--- config.mk ---
export PLATFORM = sky130hd
export DESIGN_NAME = data_mem_if
export DESIGN_NICKNAME = d
export VERILOG_FILES = /design/src/rtl/data_mem_if.sv
export SDC_FILE = /design/constraint.sdc
export NUM_CORES = 1
export LEC_CHECK = 0
export CAP_MARGIN = 10
export CORE_MARGIN = 1
export CORE_UTILIZATION = 40
export DETAILED_ROUTE_END_ITERATION = 8
export PLACE_DENSITY = 0.77
export SLEW_MARGIN = 20
export SYNTH_ARGS = -nofsm -noshare
export SYNTH_HDL_FRONTEND = slang
export SYNTH_SLANG_ARGS = --single-unit
--- constraint.sdc ---
create_clock -name clk -period 2.4 [get_ports clk]
set_input_delay 0.48 -clock clk [delete_from_list [all_inputs] [get_ports clk]]
set_output_delay 0.48 -clock clk [all_outputs]
set_load 0.005 [all_outputs]
--- src/rtl/data_mem_if.sv ---
// data_mem_if: RV32I data-memory interface between execute and a variable-latency memory.
// Latency: a zero-wait load takes 4 cycles (3 stall cycles); a zero-wait store takes 3 cycles.
//   Each extra wait cycle on mem_gnt or mem_rvalid adds one stall cycle.
// Backpressure: Stall freezes the core while a request waits for mem_gnt or mem_rvalid.
//   mem_req and the request fields are held stable until mem_gnt is seen.
// Ports:
//   core side   : MemRead, MemWrite, ALUResult, WriteData, funct3 in; Stall, MemFault out
//   load extend : ReadData, offset, LoadExtSrc (registered, held until the next accepted access)
//   memory side : mem_req, mem_we, mem_addr, mem_be, mem_wdata out; mem_gnt, mem_rvalid, mem_rdata in
module data_mem_if (
  input  logic        clk,
  input  logic        reset,
  input  logic        MemRead,
  input  logic        MemWrite,
  input  logic [31:0] ALUResult,
  input  logic [31:0] WriteData,
  input  logic [2:0]  funct3,
  output logic        Stall,
  output logic        MemFault,
  output logic [31:0] ReadData,
  output logic [1:0]  offset,
  output logic [2:0]  LoadExtSrc,
  output logic        mem_req,
  output logic        mem_we,
  output logic [31:0] mem_addr,
  output logic [3:0]  mem_be,
  output logic [31:0] mem_wdata,
  input  logic        mem_gnt,
  input  logic        mem_rvalid,
  input  logic [31:0] mem_rdata
);

  typedef enum logic [1:0] {IDLE, REQ, RSP, DONE} state_t;

  state_t      state;
  logic        access;
  logic        legal_f3;
  logic        misaligned;
  logic        fault;
  logic        start;
  logic [3:0]  be_next;
  logic [31:0] wdata_next;

  // Access decode: funct3[1:0] encodes the size (byte, half, word) for loads and stores.
  always_comb begin
    access     = MemRead | MemWrite;
    legal_f3   = 1'b0;
    misaligned = 1'b0;
    be_next    = 4'b1111;
    wdata_next = WriteData;

    if (MemWrite) begin
      legal_f3 = (funct3 == 3'b000) | (funct3 == 3'b001) | (funct3 == 3'b010);
    end else begin
      legal_f3 = (funct3 == 3'b000) | (funct3 == 3'b001) | (funct3 == 3'b010) |
                 (funct3 == 3'b100) | (funct3 == 3'b101);
    end

    case (funct3[1:0])
      2'b00: begin
        be_next    = 4'b0001 << ALUResult[1:0];
        wdata_next = {4{WriteData[7:0]}};
      end
      2'b01: begin
        misaligned = ALUResult[0];
        be_next    = ALUResult[1] ? 4'b1100 : 4'b0011;
        wdata_next = {2{WriteData[15:0]}};
      end
      default: begin
        misaligned = (ALUResult[1:0] != 2'b00);
        be_next    = 4'b1111;
        wdata_next = WriteData;
      end
    endcase

    fault    = access & (~legal_f3 | misaligned);
    MemFault = (state == IDLE) & fault;
    start    = (state == IDLE) & access & ~fault;
    Stall    = start | (state == REQ) | (state == RSP);
  end

  always_ff @(posedge clk) begin
    if (reset) begin
      state      <= IDLE;
      mem_req    <= 1'b0;
      mem_we     <= 1'b0;
      mem_addr   <= 32'h0;
      mem_be     <= 4'h0;
      mem_wdata  <= 32'h0;
      ReadData   <= 32'h0;
      offset     <= 2'b00;
      LoadExtSrc <= 3'b000;
    end else begin
      case (state)
        IDLE: begin
          if (start) begin
            state      <= REQ;
            mem_req    <= 1'b1;
            mem_we     <= MemWrite;
            mem_addr   <= {ALUResult[31:2], 2'b00};
            mem_be     <= be_next;
            mem_wdata  <= wdata_next;
            offset     <= ALUResult[1:0];
            LoadExtSrc <= funct3;
          end
        end
        REQ: begin
          if (mem_gnt) begin
            mem_req <= 1'b0;
            if (mem_we) begin
              state <= DONE;
            end else if (mem_rvalid) begin
              // Memory answered in the grant cycle: skip RSP entirely.
              ReadData <= mem_rdata;
              state    <= DONE;
            end else begin
              state <= RSP;
            end
          end
        end
        RSP: begin
          if (mem_rvalid) begin
            ReadData <= mem_rdata;
            state    <= DONE;
          end
        end
        DONE: begin
          state <= IDLE;
        end
        default: begin
          state <= IDLE;
        end
      endcase
    end
  end

endmodule

# Word-level counts from Yosys, hierarchy flattened
# Index checks and enable logic that the tools add are counted.
# Widths: inputs -> output; s select.
# totals
ff_bits	107
input_bits	105
out_inout_bits	109
# op_classes
eq_ne	12
shifts	1
muxes	18
n_bitwise	14
reduce_logical	10
# ops
cell	count
$pmux 32 s2	2
$mux 32	3
$reduce_and 3->1	3
$ne 2x2->1 const B	4
$or 1x1->1	8
$pmux 2 s4	1
$pmux 4 s2	1
$eq 3x3->1 const B	2
$mux 2	3
$reduce_bool 2->1	3
$mux 1	5
$and 1x1->1	4
$eq 2x1->1 const B	2
$eq 2x2->1 const B	2
$logic_not 2->1	2
$mux 4	1
$pmux 1 s2	2
$shl 1x2->4 const A	1
$eq 3x1->1 const B	1
$eq 3x2->1 const B	1
$logic_not 3->1	1
$not 1->1	2
$reduce_and 2->1	1

# Logic depth before layout (Yosys ltp)
# Gate-level depths: netlist of the first run.
# depth
word_depth	13
mapped_depth	8
depth_no_buf	6

# Worst setup path before layout of the first run
# Ideal clock, no wire load.
# synth_timing
path_type	input-to-output
start	input port funct3[0]
end	output port Stall
arrival_ns	1.644
slack_ns	0.276
cell_stages	5
path_buffers	2
path_cell_list	or4_4 > a21o_1 > clkbuf_1 > buf_2 > nand3_1
# synth_via
elab_chain_len	13
word_cells_on_any_way	20
cone_classes	eq/ne (5); mux (2); bitwise (11); reduce/logical (2)
# synth_lines
element	line	rtl
from (decl)	17	input logic [2:0] funct3,
$eq 3x1->1 or $logic_not 3->1 (tied branches)	53, 55	
$or 1x1->1 (2 in series)	53, 55	
$or 1x1->1	55	legal_f3 = (funct3 == 3'b000) | (funct3 == 3'b001) | (funct3 == 3'b010) |
$or 1x1->1	56	(funct3 == 3'b100) | (funct3 == 3'b101);
$mux 1	52	if (MemWrite) begin
$not 1->1	76	fault = access & (~legal_f3 | misaligned);
$or 1x1->1 *	76	
$and 1x1->1 *	76	
$not 1->1 *	78	start = (state == IDLE) & access & ~fault;
$and 1x1->1 *	78	
$or 1x1->1 * (2 in series)	79	Stall = start | (state == REQ) | (state == RSP);
to (decl)	18	output logic Stall,
# Mark *: on every way between the ends. The rest lies on a longest branch, timed or not.

# Final worst setup path of the first run
# layout_timing
start	input port ALUResult[1]
end	output port Stall
# layout_via
elab_chain_len	8
# layout_lines
element	line	rtl
from (decl)	15	input logic [31:0] ALUResult,
$reduce_bool 2->1	70	misaligned = (ALUResult[1:0] != 2'b00);
$pmux 1 s2	59	case (funct3[1:0])
$or 1x1->1	76	
$and 1x1->1	76	
$not 1->1	78	
$and 1x1->1	78	
$or 1x1->1 (2 in series)	79	
# No other way between the ends.

==> flow_metrics.env, run 1 <==
export IMPL_status="finished, final reports clean"
export IMPL_crit_end="Stall"
export IMPL_via_per_inst=4.97
export IMPL_yosys_warnings=0
export IMPL_tightest_slew_ns=0.677
export IMPL_p_comb_share_pct=33.1
export IMPL_leakagePower_nw=2.70
export IMPL_power_density_nw_per_um2=744
export IMPL_syn_area_sq_um=4240
export IMPL_crit_path_start="ALUResult[1]"
export IMPL_postLayoutCellArea_sq_um=6770
export IMPL_switching_power_w=0.00146
export IMPL_dpl_hpwl_microns=9250
export IMPL_setup_ws_ns=0.0433
export IMPL_synthCells=486
export IMPL_chipHeight_microns=105
export IMPL_end_kind="primary output"
export IMPL_rsz0062_at_grt="no"
export IMPL_htree_levels=3
export IMPL_boundaryPins=214
export IMPL_clk_pin_slew_ns=0.09
export IMPL_fin_nets=800
export IMPL_ys_ff_latch=107
export IMPL_yosysSeqAreaShare_pct=50.5
export IMPL_cp_required_ns=1.92
export IMPL_finalSetupViolations=0
export IMPL_core_area_sq_um=10300
export IMPL_final_cell_mix="207 x clkdlybuf4s50_1, 114 x nand2_1, 107 x dfxtp_1, 54 x nor2_1, 54 x a21oi_1"
export IMPL_grt_overflow=0
export IMPL_dr_first_iter_drc_count=175
export IMPL_r2r_start="state[0]$_SDFFE_PP0P_"
export IMPL_antenna_cells=0
export IMPL_place_area_sq_um=6560
export IMPL_drt_total_wl_microns=12600
export IMPL_cts_tree="done"
export IMPL_clockRootBuffer="clkbuf_8"
export IMPL_grt_use_total_pct=22.9
export IMPL_hold_buffers=0
export IMPL_regArea_sq_um=2140
export IMPL_dp_slack_ns=-0.380
export IMPL_period_needed_ns=2.36
export IMPL_syn_to_final_growth_pct=59.8
export IMPL_start_util_pct=41.1
export IMPL_worstPathMaxFanout=2
export IMPL_rows=37
export IMPL_crit_family="simple AND/OR/NAND/NOR gates"
export IMPL_layout_cells_most_common="clkdlybuf4s50_1"
export IMPL_swShare_pct=28.9
export IMPL_dr_pass1_iters=4
export IMPL_die_area_sq_um=11000
export IMPL_fmax_ghz=0.424
export IMPL_p_int_w=0.00358
export IMPL_ys_types=29
export IMPL_drv_slew=0
export IMPL_drive_above_1_share_pct=7.05
export IMPL_p_clk_share_pct=23.8
export IMPL_numCtsBuffers=9
export IMPL_max_cap_violations=0
export IMPL_place_congestion=0.769
export IMPL_antenna_found_initial=0
export IMPL_grt_max_degree=59
export IMPL_clock_sinks=107
export IMPL_peakVddDrop_mv=0.353
export IMPL_fillCellCount=874
export IMPL_start_kind="input pin"
export IMPL_worst_path_buf_inv=2
export IMPL_syn_avg_cell_area_sq_um=8.72
export IMPL_drtAntennaViolNets=0
export IMPL_path_class="in2out"
export IMPL_die_w_microns=105
export IMPL_max_slew_margin_rel_pct=54.9
export IMPL_reg2reg_to="state[1]$_SDFFE_PP0P_"
export IMPL_critPathMaxStageDelay_ns=0.57
export IMPL_routedWlPerCell_microns=15.2
export IMPL_crit_arrival_ns=1.88
export IMPL_finalHoldViolCount=0
export IMPL_seq_power_share_pct=43.1
export IMPL_numPortBuffers=211
export IMPL_worstRegToRegCells=7
export IMPL_grt_pass1_vias=4123
export IMPL_finClkSkew_ns=0.0170
export IMPL_postCtsSetupRepairBufs=0
export IMPL_route_detailed_drc=0
export IMPL_period_share_pct=98.2
export IMPL_vias=4132
export IMPL_grt_first_pass_wirelength_microns=20300
export IMPL_multi_input_area_sq_um=1910
export IMPL_path_cells="clkdlybuf4s50_1 > or4_4 > a21o_4 > nand3_1 > buf_2"
export IMPL_clk_latency_ns=0.36
export IMPL_worstHoldPathType="reg2reg"
export IMPL_critical_path_slowest_cell="or4_4"
export IMPL_critical_path_depth=5
export IMPL_rrSetupSlack_ns=0.44
export IMPL_clk_path_buf_depth=2
==> how the worst min path moves through the flow <==
stage / start / cells after the start / end
2_1_floorplan: LoadExtSrc[0]$_SDFFE_PP0P_ / 2 / LoadExtSrc[0]$_SDFFE_PP0P_
3_3_place_gp: LoadExtSrc[1]$_SDFFE_PP0P_ / 2 / LoadExtSrc[1]$_SDFFE_PP0P_
3_5_place_dp: mem_wdata[25]$_SDFFE_PP0P_ / 2 / mem_wdata[25]$_SDFFE_PP0P_
4_1_cts: mem_wdata[25]$_SDFFE_PP0P_ / 2 / mem_wdata[25]$_SDFFE_PP0P_
5_1_grt: mem_addr[5]$_SDFFE_PP0P_ / 2 / mem_addr[5]$_SDFFE_PP0P_
6_report: mem_addr[3]$_SDFFE_PP0P_ / 2 / mem_addr[3]$_SDFFE_PP0P_
==> synthesized netlist by cell type <==
| cell | instances | area share [%] |
|---|---|---|
| nand2_1 | 114 | 10 |
| dfxtp_1 | 107 | 51 |
| a21oi_1 | 55 | 6.5 |
| nor2_1 | 54 | 4.8 |
| mux2i_1 | 49 | 12 |
| clkbuf_1 | 16 | 1.4 |
| o21ai_0 | 13 | 1.5 |
| buf_4 | 11 | 1.9 |
| a311oi_1 | 10 | 2.1 |
| o211ai_1 | 9 | 1.6 |
| buf_2 | 8 | 0.94 |
| a211oi_2 | 7 | 2.1 |
| inv_1 | 6 | 0.53 |
| a211oi_1 | 4 | 0.71 |
| buf_1 | 3 | 0.27 |
| ha_1 | 3 | 0.89 |
| nand2b_1 | 3 | 0.44 |
| a21o_1 | 2 | 0.35 |
| nor3_1 | 2 | 0.24 |
| a221o_1 | 1 | 0.24 |
| a31oi_1 | 1 | 0.15 |
| and3b_1 | 1 | 0.21 |
| clkinv_1 | 1 | 0.088 |
| conb_1 | 1 | 0.088 |
| nand3_1 | 1 | 0.12 |
| nor2b_1 | 1 | 0.15 |
| o21ai_1 | 1 | 0.12 |
| o22ai_1 | 1 | 0.15 |
| or4_4 | 1 | 0.27 |
==> flip-flops by register name, summed over array words and instances (netlist names) <==
register,flops
ReadData,32
mem_wdata,32
mem_addr,30
mem_be,4
LoadExtSrc,3
offset,2
state,2
mem_req,1
mem_we,1
==> layer usage <==
metal / track usage (%) / vias to the layer above / routed length, microns / share of wire, %
li1: - / 2045 / - / -
met1: 26.3 / 1901 / 5230 / 41
met4: 6.24 / 0 / 176 / 1.4
met2: 41.1 / 168 / 6180 / 49
met5: 0 / - / 0 / 0
met3: 6.92 / 18 / 1020 / 8.1
==> repair_timing <==
item                       4_1_cts  5_1_grt
setup endpoints to repair        2        2
pin swaps                        3        1
resized for setup                9        1
==> worst reg2reg max path, delay by kind of cell (launching register included) <==
kind                     cells  cell delay, ns
AO/OA/AOI/OAI                3            0.53
flip-flops                   1            0.38
multiplexers                 1            0.17
buffers and inverters        2            0.57
adder cells (fa/ha/maj)      1            0.25
==> layout make-up <==
type,instances,area share [%]
Timing Repair Buffer,232,34.1
Sequential cell,107,31.6
Multi-Input combinational cell,335,28.2
Tap cell,136,2.51
Clock buffer,10,2.03
Clock inverter,4,1.13
Inverter,7,0.388
==> cell families after synthesis <==
logic type / synth area share, %
adder cells (fa/ha/maj): 0.885
multiplexers: 11.6
flip-flops: 50.5
AND/OR/NAND/NOR: 16.3
other: 0.0884
buffers and inverters: 5.19
AO/OA/AOI/OAI: 15.5
==> metrics by stage <==
stage	power, W	util (%)	setup TNS (ns)	std cells	hold WS (ns)
2_1_floorplan	0.00298	-	0	487	0.453
3_3_place_gp	0.00385	63.6	-2.08	817	0.441
3_5_place_dp	0.00391	63.6	-3.60	817	0.447
4_1_cts	0.00510	65.7	0	831	0.461
5_1_grt	0.00533	65.6	0	831	0.483
6_report	0.00504	65.6	0	831	0.459
==> power groups by stage <==
stage	Clock (W)	Sequential, W	Combinational, W
final	0.00120	0.00217	0.00167
after detailed placement	0	0.00221	0.00170
after global placement	0	0.00220	0.00166
after CTS	0.00124	0.00217	0.00169
after floorplan	0	0.00222	0.000757
after global routing	0.00129	0.00221	0.00183
No activity file was read; power rests on OpenSTA's default activity.
==> inputs of run 2 (changes only) <==
--- a/config.mk
+++ b/config.mk
@@ -8,9 +8,9 @@
 export CAP_MARGIN = 10
 export CORE_MARGIN = 1
 export CORE_UTILIZATION = 40
+export CTS_CLUSTER_SIZE = 25
 export DETAILED_ROUTE_END_ITERATION = 8
 export PLACE_DENSITY = 0.77
-export SLEW_MARGIN = 20
 export SYNTH_ARGS = -nofsm -noshare
 export SYNTH_HDL_FRONTEND = slang
 export SYNTH_SLANG_ARGS = --single-unit
==> results of run 2 <==
No change in the layout: final DEF, timing and power equal those of run 1.
